## src/rtl/pmod_8led2_seq.sv

```systemverilog
// pmod_8led2_seq: prescaled static/chase/bounce/count pattern sequencer for the PMOD 8LED2 green and red banks
module pmod_8led2_seq #(
   parameter int               WIDTH    = 8,
   parameter int               TICK_DIV = 12_500_000,
   parameter logic [WIDTH-1:0] INIT_G   = 8'b10101001,
   parameter logic [WIDTH-1:0] INIT_R   = 8'b01010010
) (
   input  logic             clk_25mhz,
   input  logic             reset,
   input  logic [1:0]       mode,
   input  logic             pause,
   output logic [WIDTH-1:0] pmodledg,
   output logic [WIDTH-1:0] pmodledr,
   output logic             tick
);
   localparam int CW  = $clog2(TICK_DIV);
   localparam int PW  = $clog2(WIDTH);
   localparam int NW  = 2 * WIDTH;
   localparam logic [CW-1:0]    CMAX  = CW'(TICK_DIV - 1);
   localparam logic [PW-1:0]    PMAX  = PW'(WIDTH - 1);
   localparam logic [PW-1:0]    PMAX1 = PW'(WIDTH - 2);
   localparam logic [WIDTH-1:0] ONE   = WIDTH'(1);
   logic [CW-1:0]    cnt_q, cnt_d;
   logic [1:0]       mode_q, mode_d;
   logic [PW-1:0]    pos_q, pos_d, pos_adv;
   logic             dir_dn_q, dir_dn_d, dir_adv;
   logic [NW-1:0]    count_q, count_d, count_inc;
   logic [WIDTH-1:0] g_q, g_d, r_q, r_d, rot;
   logic             tick_q, tick_d;
   assign pos_adv   = dir_dn_q ? ((pos_q == '0) ? PW'(1) : pos_q - PW'(1))
                               : ((pos_q == PMAX) ? PMAX1 : pos_q + PW'(1));
   assign dir_adv   = dir_dn_q ? (pos_q != '0) : (pos_q == PMAX);
   assign count_inc = count_q + NW'(1);
   assign rot       = {g_q[WIDTH-2:0], g_q[WIDTH-1]};
   assign pmodledg  = g_q;
   assign pmodledr  = r_q;
   assign tick      = tick_q;
   // next state: mode change loads entry state, otherwise prescaler expiry advances the current pattern
   always_comb begin
      cnt_d    = cnt_q;
      mode_d   = mode_q;
      pos_d    = pos_q;
      dir_dn_d = dir_dn_q;
      count_d  = count_q;
      g_d      = g_q;
      r_d      = r_q;
      tick_d   = 1'b0;
      if (mode != mode_q) begin
         mode_d = mode;
         cnt_d  = '0;
         unique case (mode)
            2'd0: begin g_d = INIT_G; r_d = INIT_R; end
            2'd1: begin g_d = ONE; r_d = ~ONE; end
            2'd2: begin pos_d = '0; dir_dn_d = 1'b0; g_d = ONE; r_d = ONE << PMAX; end
            default: begin count_d = '0; g_d = '0; r_d = '0; end
         endcase
      end else if (!pause) begin
         if (cnt_q == CMAX) begin
            cnt_d  = '0;
            tick_d = 1'b1;
            unique case (mode_q)
               2'd0: g_d = g_q;
               2'd1: begin g_d = rot; r_d = ~rot; end
               2'd2: begin
                  pos_d    = pos_adv;
                  dir_dn_d = dir_adv;
                  g_d      = ONE << pos_adv;
                  r_d      = ONE << (PMAX - pos_adv);
               end
               default: begin count_d = count_inc; g_d = count_inc[WIDTH-1:0]; r_d = count_inc[NW-1:WIDTH]; end
            endcase
         end else begin
            cnt_d = cnt_q + CW'(1);
         end
      end
   end
   // state registers with asynchronous reset to the static pattern
   always_ff @(posedge clk_25mhz or posedge reset) begin
      if (reset) begin
         cnt_q    <= '0;
         mode_q   <= 2'd0;
         pos_q    <= '0;
         dir_dn_q <= 1'b0;
         count_q  <= '0;
         g_q      <= INIT_G;
         r_q      <= INIT_R;
         tick_q   <= 1'b0;
      end else begin
         cnt_q    <= cnt_d;
         mode_q   <= mode_d;
         pos_q    <= pos_d;
         dir_dn_q <= dir_dn_d;
         count_q  <= count_d;
         g_q      <= g_d;
         r_q      <= r_d;
         tick_q   <= tick_d;
      end
   end
endmodule

```

## config.mk

```make
export PLATFORM = sky130hd
export DESIGN_NAME = pmod_8led2_seq
export DESIGN_NICKNAME = d
export VERILOG_FILES = /design/src/rtl/pmod_8led2_seq.sv
export SDC_FILE = /design/constraint.sdc
export NUM_CORES = 1
export LEC_CHECK = 0
export ABC_AREA = 1
export ABC_CLOCK_PERIOD_IN_PS = 2300
export BUFFER_PORTS_ARGS = -buffer_cell sky130_fd_sc_hd__buf_2
export CAP_MARGIN = 20
export CORE_ASPECT_RATIO = 0.7
export CORE_UTILIZATION = 55
export DETAILED_ROUTE_END_ITERATION = 16
export PLACE_DENSITY = 0.75
export SETUP_SLACK_MARGIN = 0.5
export SLEW_MARGIN = 40
export SYNTH_ARGS = -nofsm -noshare
export SYNTH_HDL_FRONTEND = slang
export SYNTH_SLANG_ARGS = --single-unit
```

## constraint.sdc

```tcl
create_clock -name clk_25mhz -period 2.3 [get_ports clk_25mhz]
set_input_delay 0.23 -clock clk_25mhz [delete_from_list [all_inputs] [get_ports clk_25mhz]]
set_output_delay 0.23 -clock clk_25mhz [all_outputs]
set_load 0.005 [all_outputs]
```

==> key figures <==
Synth
  • Top-count cell post-synth: nand2_1
  • Mapped Cells: around 630
  • Unique cell type count in the Yosys netlist: 37
  • Post-synth EDFFs: 0
  • Mean cell area of the mapped netlist: a little under 7 um^2
  • Synth top area share: 33.0%
  • Post-Synth Simple-Gate Area: between 30% and 40%
  • Mux cell area share after synthesis: 0%
  • Post-Synth Adder-Cell Area: between 4 and 5%
  • Flops & latches, synth: 63
  • Synth Area in XOR/XNOR: 0.825%
  • Post-synth top area cell: dfrtp_1
  • Post-synthesis compound-gate area fraction: between 10% and 20%
  • Post-Syn Area: roughly 0.0042 mm^2
  • Top cells by area, synth: dfrtp_1, nand2_1, inv_1
  • Syn nets: 649
  • Largest family of logic cells by synthesized area: simple AND/OR/NAND/NOR gates
  • Synth top cells by count: nand2_1, inv_1, nor2_1
  • Dominant synthesized flop cell: dfrtp_1
  • Async set-reset flop share out of synthesis: 100%
  • Synth warnings: 0
  • Sequential-to-total area share from yosys stat: 37.3%

Status
  • Outcome: completed

Clock network
  • Cts bufs inserted: 9
  • CTS tree: yes
  • Clock buffer depth: 2
  • H-tree lvl count: 3
  • Worst-path clk slew: roughly 0.080 ns
  • CTS root buffer: clkbuf_8
  • CTS sink count: 63
  • Clk Latency, worst-skew pair: between 0.3 and 0.4 ns

Floorplan
  • Die W: approximately 110 um
  • Die height: ~76 um
  • IO Pins: 22
  • Initial Util: between 50% and 60%
  • Die area: just over 0.008 mm^2
  • Core Area: between 0.007 and 0.008 mm^2
  • Site row count: 26

Global routing
  • Pin count of the biggest net entering global routing: 36
  • Gr usage total: 31.5%
  • Remaining Overflow, GRT: 0
  • First-pass GRT wire length: 19100 um
  • Vias in the first global route: around 3800
  • Initial antenna violation count: 0

Min path
  • Hold Startpoint: mode[1]
  • Hold crit path type: in2reg
  • Worst Hold End: mode_q[1]$_DFFE_PP0N_
  • Hold path depth: 1

Routing
  • Met1 wire length: 5670 um
  • DR top layer: met4
  • Met2 wire len: approximately 5400 um
  • Post-route ant nets: 0
  • Drt via density: a little under 6
  • First-pass DRT Iterations: 6
  • Routed met3 length: around 1700 um
  • Per-cell routed wire length: 16.6 um
  • Drt total wl: between 10000 and 15000 um
  • Iter 0 DRT Violations: about 590
  • # DRC: 0
  • Detailed-route via count: between 4000 and 5000

Timing
  • Final count of negative-setup-slack endpoints: 0
  • Worst Tran Pin Value: 0.600 ns
  • Period utilisation layout: 78.5%
  • Slew Limit Fails: 0
  • Final setup TNS: 0 ns
  • Period minus WS final: 1.80 ns
  • RSZ-0062 raised after global routing: true
  • Layout Skew: approximately 0.015 ns
  • Slew margin rel.: between 50% and 60%
  • Final hold vios: 0
  • Fmax: between 500 and 600 MHz

Setup path
  • CP Launch Type: flip-flop
  • Worst r2r src: cnt_q[8]$_DFFE_PP0P_
  • Crit Path Max Fanout: 6
  • Arr. time, crit path: roughly 2.1 ns
  • CP max stage delay: ~0.45 ns
  • Crit-path slowest cell: dfrtp_1
  • Worst R2R End: count_q[9]$_DFFE_PP0P_
  • Worst endpoint required time: roughly 2.6 ns
  • Cells along the critical path: nor2_2 > nand3_1 > nor2_2 > nand3_4 > buf_6 > nor3_4 > buf_6 > nand4_1 > o21ai_1
  • Worst R2R Setup Slack: between 0.4 and 0.5 ns
  • Reg2reg path depth: 9
  • Crit. End Element: flip-flop
  • Setup CP Type: reg2reg

Power
  • Pwr per Cell Area: roughly 550 mW/mm^2
  • Maximum VDD drop: approximately 0.00047 V
  • Design Power: approximately 2.8 mW
  • Pleak: around 2.4 nW

Final layout
  • N_diodes: 0
  • Synthesis-to-layout area growth: 21.8%
  • Layout cell share with drive strength beyond 1: around 22%
  • Final #Nets: 699

Placed design
  • Buffers on Ports: 21
  • RD Place Congestion: around 1.0
  • Hpwl dp: 8600 um

Flow run
  • Maxcap violations: 0
-- repair_timing --
item	in CTS	in global routing
hold endpoints to repair	0	26
buffers inserted	8	11
gates cloned	1	3
setup endpoints to repair	50	58
resized for setup	17	81
pin swaps	7	20
hold buffers	0	1
-- cells by family (layout without fill, tap and decap cells) --
| family | Yosys count | after routing |
|---|---|---|
| AOI/OAI and AO/OA | 81 | 81 |
| xor gates and xnor gates | 4 | 4 |
| and+or+nand+nor | 365 | 368 |
| DFF | 63 | 63 |
| adders and majority gates | 16 | 16 |
| buffers and inverters | 99 | 151 |
-- final cells by class --
class / count / area, um^2
fill: 583 / 2210
inverter: 86 / 339
multi-input combinational: 469 / 2540
tap: 98 / 123
clock inverter: 3 / 65.1
timing repair buffer: 49 / 362
sequential: 63 / 1590
clock buffer: 13 / 159
-- registers in the layout, indices dropped and copies added, names as in the netlist --
signal    cells
pos_q         3
cnt_q        24
tick          1
count_q      16
dir_dn_q      1
pmodledr      8
pmodledg      8
mode_q        2
-- power breakdown --
| group | internal, mW | switching [mW] |
|---|---|---|
| sequential | 1.18 | 0.0487 |
| clock | 0.669 | 0.456 |
| combinational | 0.178 | 0.312 |
-- cell usage in the layout (no fill, tap or decap), drive strengths merged, types with 3 or more instances in the layout --
cell type  netlist  final
dfstp            7      7
ha              16     16
nor4             4      4
clkbuf           7     13
xor2             3      3
nand4           17     17
nor2            81     83
buf              6     48
nor3            13     13
or2              5      5
a21oi           32     32
inv             86     83
dfrtp           56     56
o21ai           42     42
nand3           62     62
nand2          178    179
-- worst max path at each step --
stage | depth (start not counted) | endpoint | start
floorplan | 1 | cnt_q[0]$_DFFE_PP0P_ | reset
global placement | 12 | count_q[8]$_DFFE_PP0P_ | cnt_q[0]$_DFFE_PP0P_
detailed placement | 12 | count_q[8]$_DFFE_PP0P_ | cnt_q[0]$_DFFE_PP0P_
CTS | 11 | cnt_q[15]$_DFFE_PP0P_ | mode_q[1]$_DFFE_PP0N_
global route | 10 | pmodledg[1]$_DFFE_PP0P_ | cnt_q[0]$_DFFE_PP0P_
finish | 9 | count_q[9]$_DFFE_PP0P_ | cnt_q[8]$_DFFE_PP0P_
-- layer usage --
layer | track usage, % | vias up
met1 | 47.2 | 2095
met4 | 8.68 | 0
met5 | 0 | -
met3 | 10.6 | 26
met2 | 43.0 | 302
li1 | - | 2130
-- critical path: cells and delay by family (launching register included) --
kind / cells / cell delay [ns]
DFF: 1 / 0.45
buffers and inverters: 2 / 0.29
AOI/OAI and AO/OA: 1 / 0.13
and+or+nand+nor: 6 / 0.86
-- through the flow --
stage	utilization (%)	area (um^2)	hold slack, ns	setup WS (ns)	cells
2_1_floorplan	-	4250	0.328	0.512	628
3_3_place_gp	60.4	4460	0.385	0.306	741
3_5_place_dp	60.4	4460	0.394	0.211	741
4_1_cts	65.4	4830	0.000923	0.478	766
5_1_grt	70.0	5170	0.0308	0.371	781
6_report	70.0	5170	0.0386	0.495	781
Note: power is estimated with default switching activity, not from simulation.
